[src/rtl/seg_scan_driver.sv]
// Multiplexed common-anode 7-segment scan driver with double-buffered frame data.
// Optional leading-zero suppression is enabled by defining SEG_LEADING_ZERO_BLANK_EN.
module seg_scan_driver #(
  parameter int DIGITS      = 8,
  parameter int SCAN_CYCLES = 100000
) (
  input  logic                clk,
  input  logic                rst_n,
  input  logic                en,
  input  logic                load,
  input  logic [4*DIGITS-1:0] data,
  input  logic [DIGITS-1:0]   dp,
  input  logic [DIGITS-1:0]   blank,
  output logic [7:0]          seg_n,
  output logic [DIGITS-1:0]   an_n,
  output logic                frame_start
);

  localparam int PW = (SCAN_CYCLES > 1) ? $clog2(SCAN_CYCLES) : 1;
  localparam int IW = (DIGITS > 1) ? $clog2(DIGITS) : 1;
  localparam logic [PW-1:0] PSC_LAST = PW'(SCAN_CYCLES - 1);
  localparam logic [IW-1:0] IDX_LAST = IW'(DIGITS - 1);

  logic [PW-1:0]       psc_q, psc_d;
  logic [IW-1:0]       idx_q, idx_d;
  logic                run_q, run_d;
  logic [4*DIGITS-1:0] pend_data_q, pend_data_d, act_data_q, act_data_d;
  logic [DIGITS-1:0]   pend_dp_q, pend_dp_d, act_dp_q, act_dp_d;
  logic [DIGITS-1:0]   pend_blank_q, pend_blank_d, act_blank_q, act_blank_d;
  logic                pend_valid_q, pend_valid_d;
  logic [7:0]          seg_n_q, seg_n_d;
  logic [DIGITS-1:0]   an_n_q, an_n_d;
  logic                frame_start_q, frame_start_d;

  logic       tick, wrap;
  logic [3:0] cur_nib;
  logic       cur_dp, cur_blank, cur_supp;
  logic [7:0] cur_code;
`ifdef SEG_LEADING_ZERO_BLANK_EN
  logic       higher_zero;
  logic       nib_zero;
`endif

  function automatic logic [7:0] hex_code(input logic [3:0] n);
    case (n)
      4'h0: hex_code = 8'hC0;
      4'h1: hex_code = 8'hF9;
      4'h2: hex_code = 8'hA4;
      4'h3: hex_code = 8'hB0;
      4'h4: hex_code = 8'h99;
      4'h5: hex_code = 8'h92;
      4'h6: hex_code = 8'h82;
      4'h7: hex_code = 8'hF8;
      4'h8: hex_code = 8'h80;
      4'h9: hex_code = 8'h90;
      4'hA: hex_code = 8'h88;
      4'hB: hex_code = 8'h83;
      4'hC: hex_code = 8'hC6;
      4'hD: hex_code = 8'hA1;
      4'hE: hex_code = 8'h86;
      4'hF: hex_code = 8'h8E;
    endcase
  endfunction

  always_comb begin
    psc_d         = psc_q;
    idx_d         = idx_q;
    run_d         = en;
    pend_data_d   = pend_data_q;
    pend_dp_d     = pend_dp_q;
    pend_blank_d  = pend_blank_q;
    pend_valid_d  = pend_valid_q;
    act_data_d    = act_data_q;
    act_dp_d      = act_dp_q;
    act_blank_d   = act_blank_q;
    cur_nib       = 4'h0;
    cur_dp        = 1'b0;
    cur_blank     = 1'b1;
    cur_supp      = 1'b0;
    cur_code      = 8'hFF;
    seg_n_d       = 8'hFF;
    an_n_d        = '1;

    tick          = run_q && (psc_q == PSC_LAST);
    wrap          = en && tick && (idx_q == IDX_LAST);
    frame_start_d = wrap;

    // The first enabled cycle after reset or en low restarts digit 0 with a full slot.
    if (!en || !run_q) begin
      psc_d = '0;
      idx_d = '0;
    end else if (tick) begin
      psc_d = '0;
      idx_d = (idx_q == IDX_LAST) ? '0 : idx_q + 1'b1;
    end else begin
      psc_d = psc_q + 1'b1;
    end

    if (wrap && load) begin
      act_data_d   = data;
      act_dp_d     = dp;
      act_blank_d  = blank;
      pend_valid_d = 1'b0;
    end else if (wrap && pend_valid_q) begin
      act_data_d   = pend_data_q;
      act_dp_d     = pend_dp_q;
      act_blank_d  = pend_blank_q;
      pend_valid_d = 1'b0;
    end else if (load) begin
      pend_data_d  = data;
      pend_dp_d    = dp;
      pend_blank_d = blank;
      pend_valid_d = 1'b1;
    end

`ifdef SEG_LEADING_ZERO_BLANK_EN
    higher_zero = 1'b1;
    nib_zero    = 1'b0;
`endif
    for (int i = DIGITS - 1; i >= 0; i--) begin
`ifdef SEG_LEADING_ZERO_BLANK_EN
      nib_zero = (act_data_d[4*i +: 4] == 4'h0);
      if (IW'(i) == idx_d) cur_supp = (i != 0) && nib_zero && higher_zero;
      higher_zero = higher_zero && (nib_zero || act_blank_d[i]);
`endif
      if (IW'(i) == idx_d) begin
        cur_nib   = act_data_d[4*i +: 4];
        cur_dp    = act_dp_d[i];
        cur_blank = act_blank_d[i];
      end
    end

    cur_code = hex_code(cur_nib);
    if (en) begin
      an_n_d = ~(DIGITS'(1) << idx_d);
      if (cur_blank)     seg_n_d = 8'hFF;
      else if (cur_supp) seg_n_d = {~cur_dp, 7'h7F};
      else               seg_n_d = {~cur_dp, cur_code[6:0]};
    end
  end

  always_ff @(posedge clk or negedge rst_n) begin
    if (!rst_n) begin
      psc_q         <= '0;
      idx_q         <= '0;
      run_q         <= 1'b0;
      pend_data_q   <= '0;
      pend_dp_q     <= '0;
      pend_blank_q  <= '1;
      pend_valid_q  <= 1'b0;
      act_data_q    <= '0;
      act_dp_q      <= '0;
      act_blank_q   <= '1;
      seg_n_q       <= 8'hFF;
      an_n_q        <= '1;
      frame_start_q <= 1'b0;
    end else begin
      psc_q         <= psc_d;
      idx_q         <= idx_d;
      run_q         <= run_d;
      pend_data_q   <= pend_data_d;
      pend_dp_q     <= pend_dp_d;
      pend_blank_q  <= pend_blank_d;
      pend_valid_q  <= pend_valid_d;
      act_data_q    <= act_data_d;
      act_dp_q      <= act_dp_d;
      act_blank_q   <= act_blank_d;
      seg_n_q       <= seg_n_d;
      an_n_q        <= an_n_d;
      frame_start_q <= frame_start_d;
    end
  end

  assign seg_n       = seg_n_q;
  assign an_n        = an_n_q;
  assign frame_start = frame_start_q;

endmodule

[config.mk]
export PLATFORM = sky130hd
export DESIGN_NAME = seg_scan_driver
export DESIGN_NICKNAME = d
export VERILOG_FILES = /design/src/rtl/seg_scan_driver.sv
export SDC_FILE = /design/constraint.sdc
export NUM_CORES = 1
export LEC_CHECK = 0
export ABC_CLOCK_PERIOD_IN_PS = 8450
export BUFFER_PORTS_ARGS = -buffer_cell sky130_fd_sc_hd__buf_2
export CAP_MARGIN = 20
export CELL_PAD_IN_SITES_DETAIL_PLACEMENT = 1
export CELL_PAD_IN_SITES_GLOBAL_PLACEMENT = 2
export CORE_UTILIZATION = 42
export CTS_CLUSTER_DIAMETER = 120
export DETAILED_ROUTE_END_ITERATION = 12
export PLACE_DENSITY_LB_ADDON = 0.05
export RECOVER_POWER = 100
export SETUP_SLACK_MARGIN = 0.02
export SYNTH_ARGS = -nofsm -noshare
export SYNTH_HDL_FRONTEND = slang
export SYNTH_SLANG_ARGS = --single-unit
[constraint.sdc]
create_clock -name clk -period 8.45 [get_ports clk]
set_input_delay 2.535 -clock clk [delete_from_list [all_inputs] [get_ports clk]]
set_output_delay 2.535 -clock clk [all_outputs]
set_load 0.02 [all_outputs]
==> summary.md <==
| Metric | Value |
|---|---|
| Core area | `0.01531 sq mm` |
| Largest net degree at the start of global routing | `84` |
| Failing checks | `max-capacitance violations, max-slew violations` |
| Area contributors post-synth | `dfrtp_1 (39%), dfstp_2 (13%), mux2_2 (8.3%)` |
| Crit path DAT | `6910 ps` |
| Register area share after synthesis | `0.5162` |
| Final period utilization | `0.7834` |
| Setup crit start kind | `input port` |
| H-tree levels | `4` |
| Slowest cell on crit path | `o32ai_1` |
| Endpoints failing setup | `0` |
| Area grow syn2layout | `14.04%` |
| Peak supply drop | `0.0001366 V` |
| Ports | `69` |
| Reg area | `about 0.0034 sq mm` |
| Skew final | `15.32 ps` |
| Post-synth cell types | `75` |
| Slowest stage delay, CP | `approximately 1200 ps` |
| # hold bufs at CTS | `0` |
| Post-layout net count | `705` |
| Buf+Inv Stages, Crit Path | `2` |
| Vias in the first global route | `roughly 5,100` |
| Ant diodes | `0` |
| Syn Area/Cell | `11.24 sq um` |
| WL/cell | `18.76 microns` |
| Buffer count from post-CTS setup fixing | `0` |
| GR Layer Usage met2 | `0.3735` |
| Slew HR | `-2.068` |
| Util after Layout | `0.4931` |
| Die W | `127.6 microns` |
| Post-synthesis cell area | `0.006623 sq mm` |
| Number of synthesized register bits | `135` |
| Clock Sinks | `135` |
| Main synth FF type | `dfrtp_1` |
| Synth top cells by count | `dfrtp_1 (103), nor2_1 (76), mux2_2 (49)` |
| GR peak layer | `met2` |
| P_leak | `0.003274 uW` |
| Root buffer cell | `clkbuf_16` |
| CTS Buf Count | `17` |
| RSZ-0062 raised after global routing | `false` |
| Total Wirelength | `16.29 mm` |
| Max frequency | `151.1 MHz` |
| PwrDens | `197.8 mW/mm^2` |
| Final Hold Viols | `0` |
| Yosys top cell area share | `0.3892` |
| Run status | `complete, but fails checks` |
| Global placer's final weighted congestion | `0.7968` |
| Area of the multi-input gates | `0.002922 sq mm` |
| GR Overflow Total | `0` |
| 1st-iter DRT viols | `160` |
| Max-slew violations | `146` |
| Clk slew on worst S/H paths | `50 ps` |
| Fin crit period | `6620 ps` |
| Crit-path cells | `clkbuf_1 -> and2_0 -> o21ai_0 -> inv_1 -> and3_1 -> o32ai_1 -> nor2_1 -> o311ai_0` |
| Met1 Use GR | `0.2765` |
| Synth async-reset ratio | `1.000` |
| CP top delay family | `compound AO/OA/AOI/OAI gates` |
| Layout cells sized above 1 | `0.2801` |
| Placed Area | `0.007046 sq mm` |
| Final Hold Slack | `485.8 ps` |
| Die H | `127.6 microns` |
| Antenna Violating Nets Remaining | `0` |
| CTS Buffer Depth | `2` |
| Worst-skew pair later-pin latency | `420 ps` |
| Drt first pass iters | `4` |
| Via count | `4,701` |
| Min-delay worst type | `flip-flop to flip-flop` |
| Area leader, netlist | `dfrtp_1` |
| Total track usage | `0.2176` |
| CTS resizes | `0` |
| First-pass GRT wire length | `27.14 mm` |
| Fillers | `1,707` |
| Vias per std cell | `5.416` |
| Initial Utilization | `0.4324` |
| Num rows | `45` |
| Max Cap Viol | `4` |
| Synthesized Nets | `650` |
| PortBufs | `68` |
| Worst-path fanout max | `16` |
| TritonCTS clock tree | `yes` |
| Crit path kind | `input port to flip-flop` |
| Most numerous cell in the Yosys netlist | `dfrtp_1` |
| Post-synth EDFFs | `0` |
| Synth Warn # | `0` |
| Critical Path Sink Type | `flip-flop` |
| Final TNS setup | `0 ps` |
| Initial antenna violation count | `0` |
| Top Registers | `act_data_q: 32 flops, pend_data_q: 32 flops, psc_q: 17 flops` |
| DP HPWL | `10.68 mm` |
| Worst-margin pin slew | `approximately 4600 ps` |
| Die area | `0.01627 sq mm` |
| Required @ worst endpoint | `around 8700 ps` |
| Cells after Synth | `589` |
| Met3 usage | `0.04690` |
| DRC viols | `0` |
| Design area | `~0.0076 sq mm` |
==> kinds of logic after synthesis <==
family,share of synthesized area
and+or+nand+nor,0.1349
DFF,0.5162
AOI/OAI and AO/OA,0.1277
muxes,0.1506
buffers and inverters,0.03778
xor gates and xnor gates,0.01587
adders and majority gates,0.01700
==> cell usage in the layout, fill, tap and decap left out, types with 10 or more instances in the layout <==
master,synthesis,final
mux2_2,49,49
nor3_1,14,14
nand3_1,10,10
dfstp_2,32,32
dfrtp_1,103,103
a21oi_1,42,44
clkbuf_16,0,17
nand2_1,41,42
nor2_1,76,76
clkbuf_1,9,28
mux2i_1,43,43
buf_2,9,49
==> metrics by stage <==
step | setup slack, ps | total power (uW) | instances
detailed placement | 1915 | 777.9 | 836
global route | 1093 | 1547 | 868
floorplan | 3245 | 734.5 | 589
CTS | 2351 | 1512 | 868
finish | 1830 | 1493 | 868
global placement | 2165 | 773.6 | 836
==> per-layer routing <==
layer	up-vias	wire length, microns	share of wire
met5	-	0	0
met4	0	155	0.0095
met3	12	392	0.024
met2	64	8218	0.50
met1	2410	7519	0.46
li1	2215	-	-
==> worst paths after layout <==
kind,end,start,slack (ps),depth (start not counted)
max,seg_n[5],en,1830,8
min,psc_q[0],psc_q[0],490,1
max reg2reg,seg_n[5],psc_q[8],2140,9
min reg2reg,psc_q[0],psc_q[0],490,1
max in group asynchronous,psc_q[4],rst_n,2070,1
min in group asynchronous,psc_q[12],rst_n,3740,1
==> where the power goes <==
part | internal, uW | leakage (uW) | total (uW) | switching, uW
clock | 466 | 0.000280 | 730 | 263
sequential | 677 | 0.00168 | 690 | 13.2
combinational | 33.1 | 0.00132 | 73.6 | 40.5
total | 1180 | 0.00327 | 1490 | 317
==> layout make-up <==
| cell class | instances | area share |
|---|---|---|
| Multi-Input combinational cell | 409 | 0.3868 |
| Inverter | 10 | 0.004970 |
| Tap cell | 211 | 0.03496 |
| Timing Repair Buffer | 71 | 0.04440 |
| Sequential cell | 135 | 0.4526 |
| Clock buffer | 29 | 0.06759 |
| Clock inverter | 3 | 0.008615 |
Power figures use the tool's default switching activity.
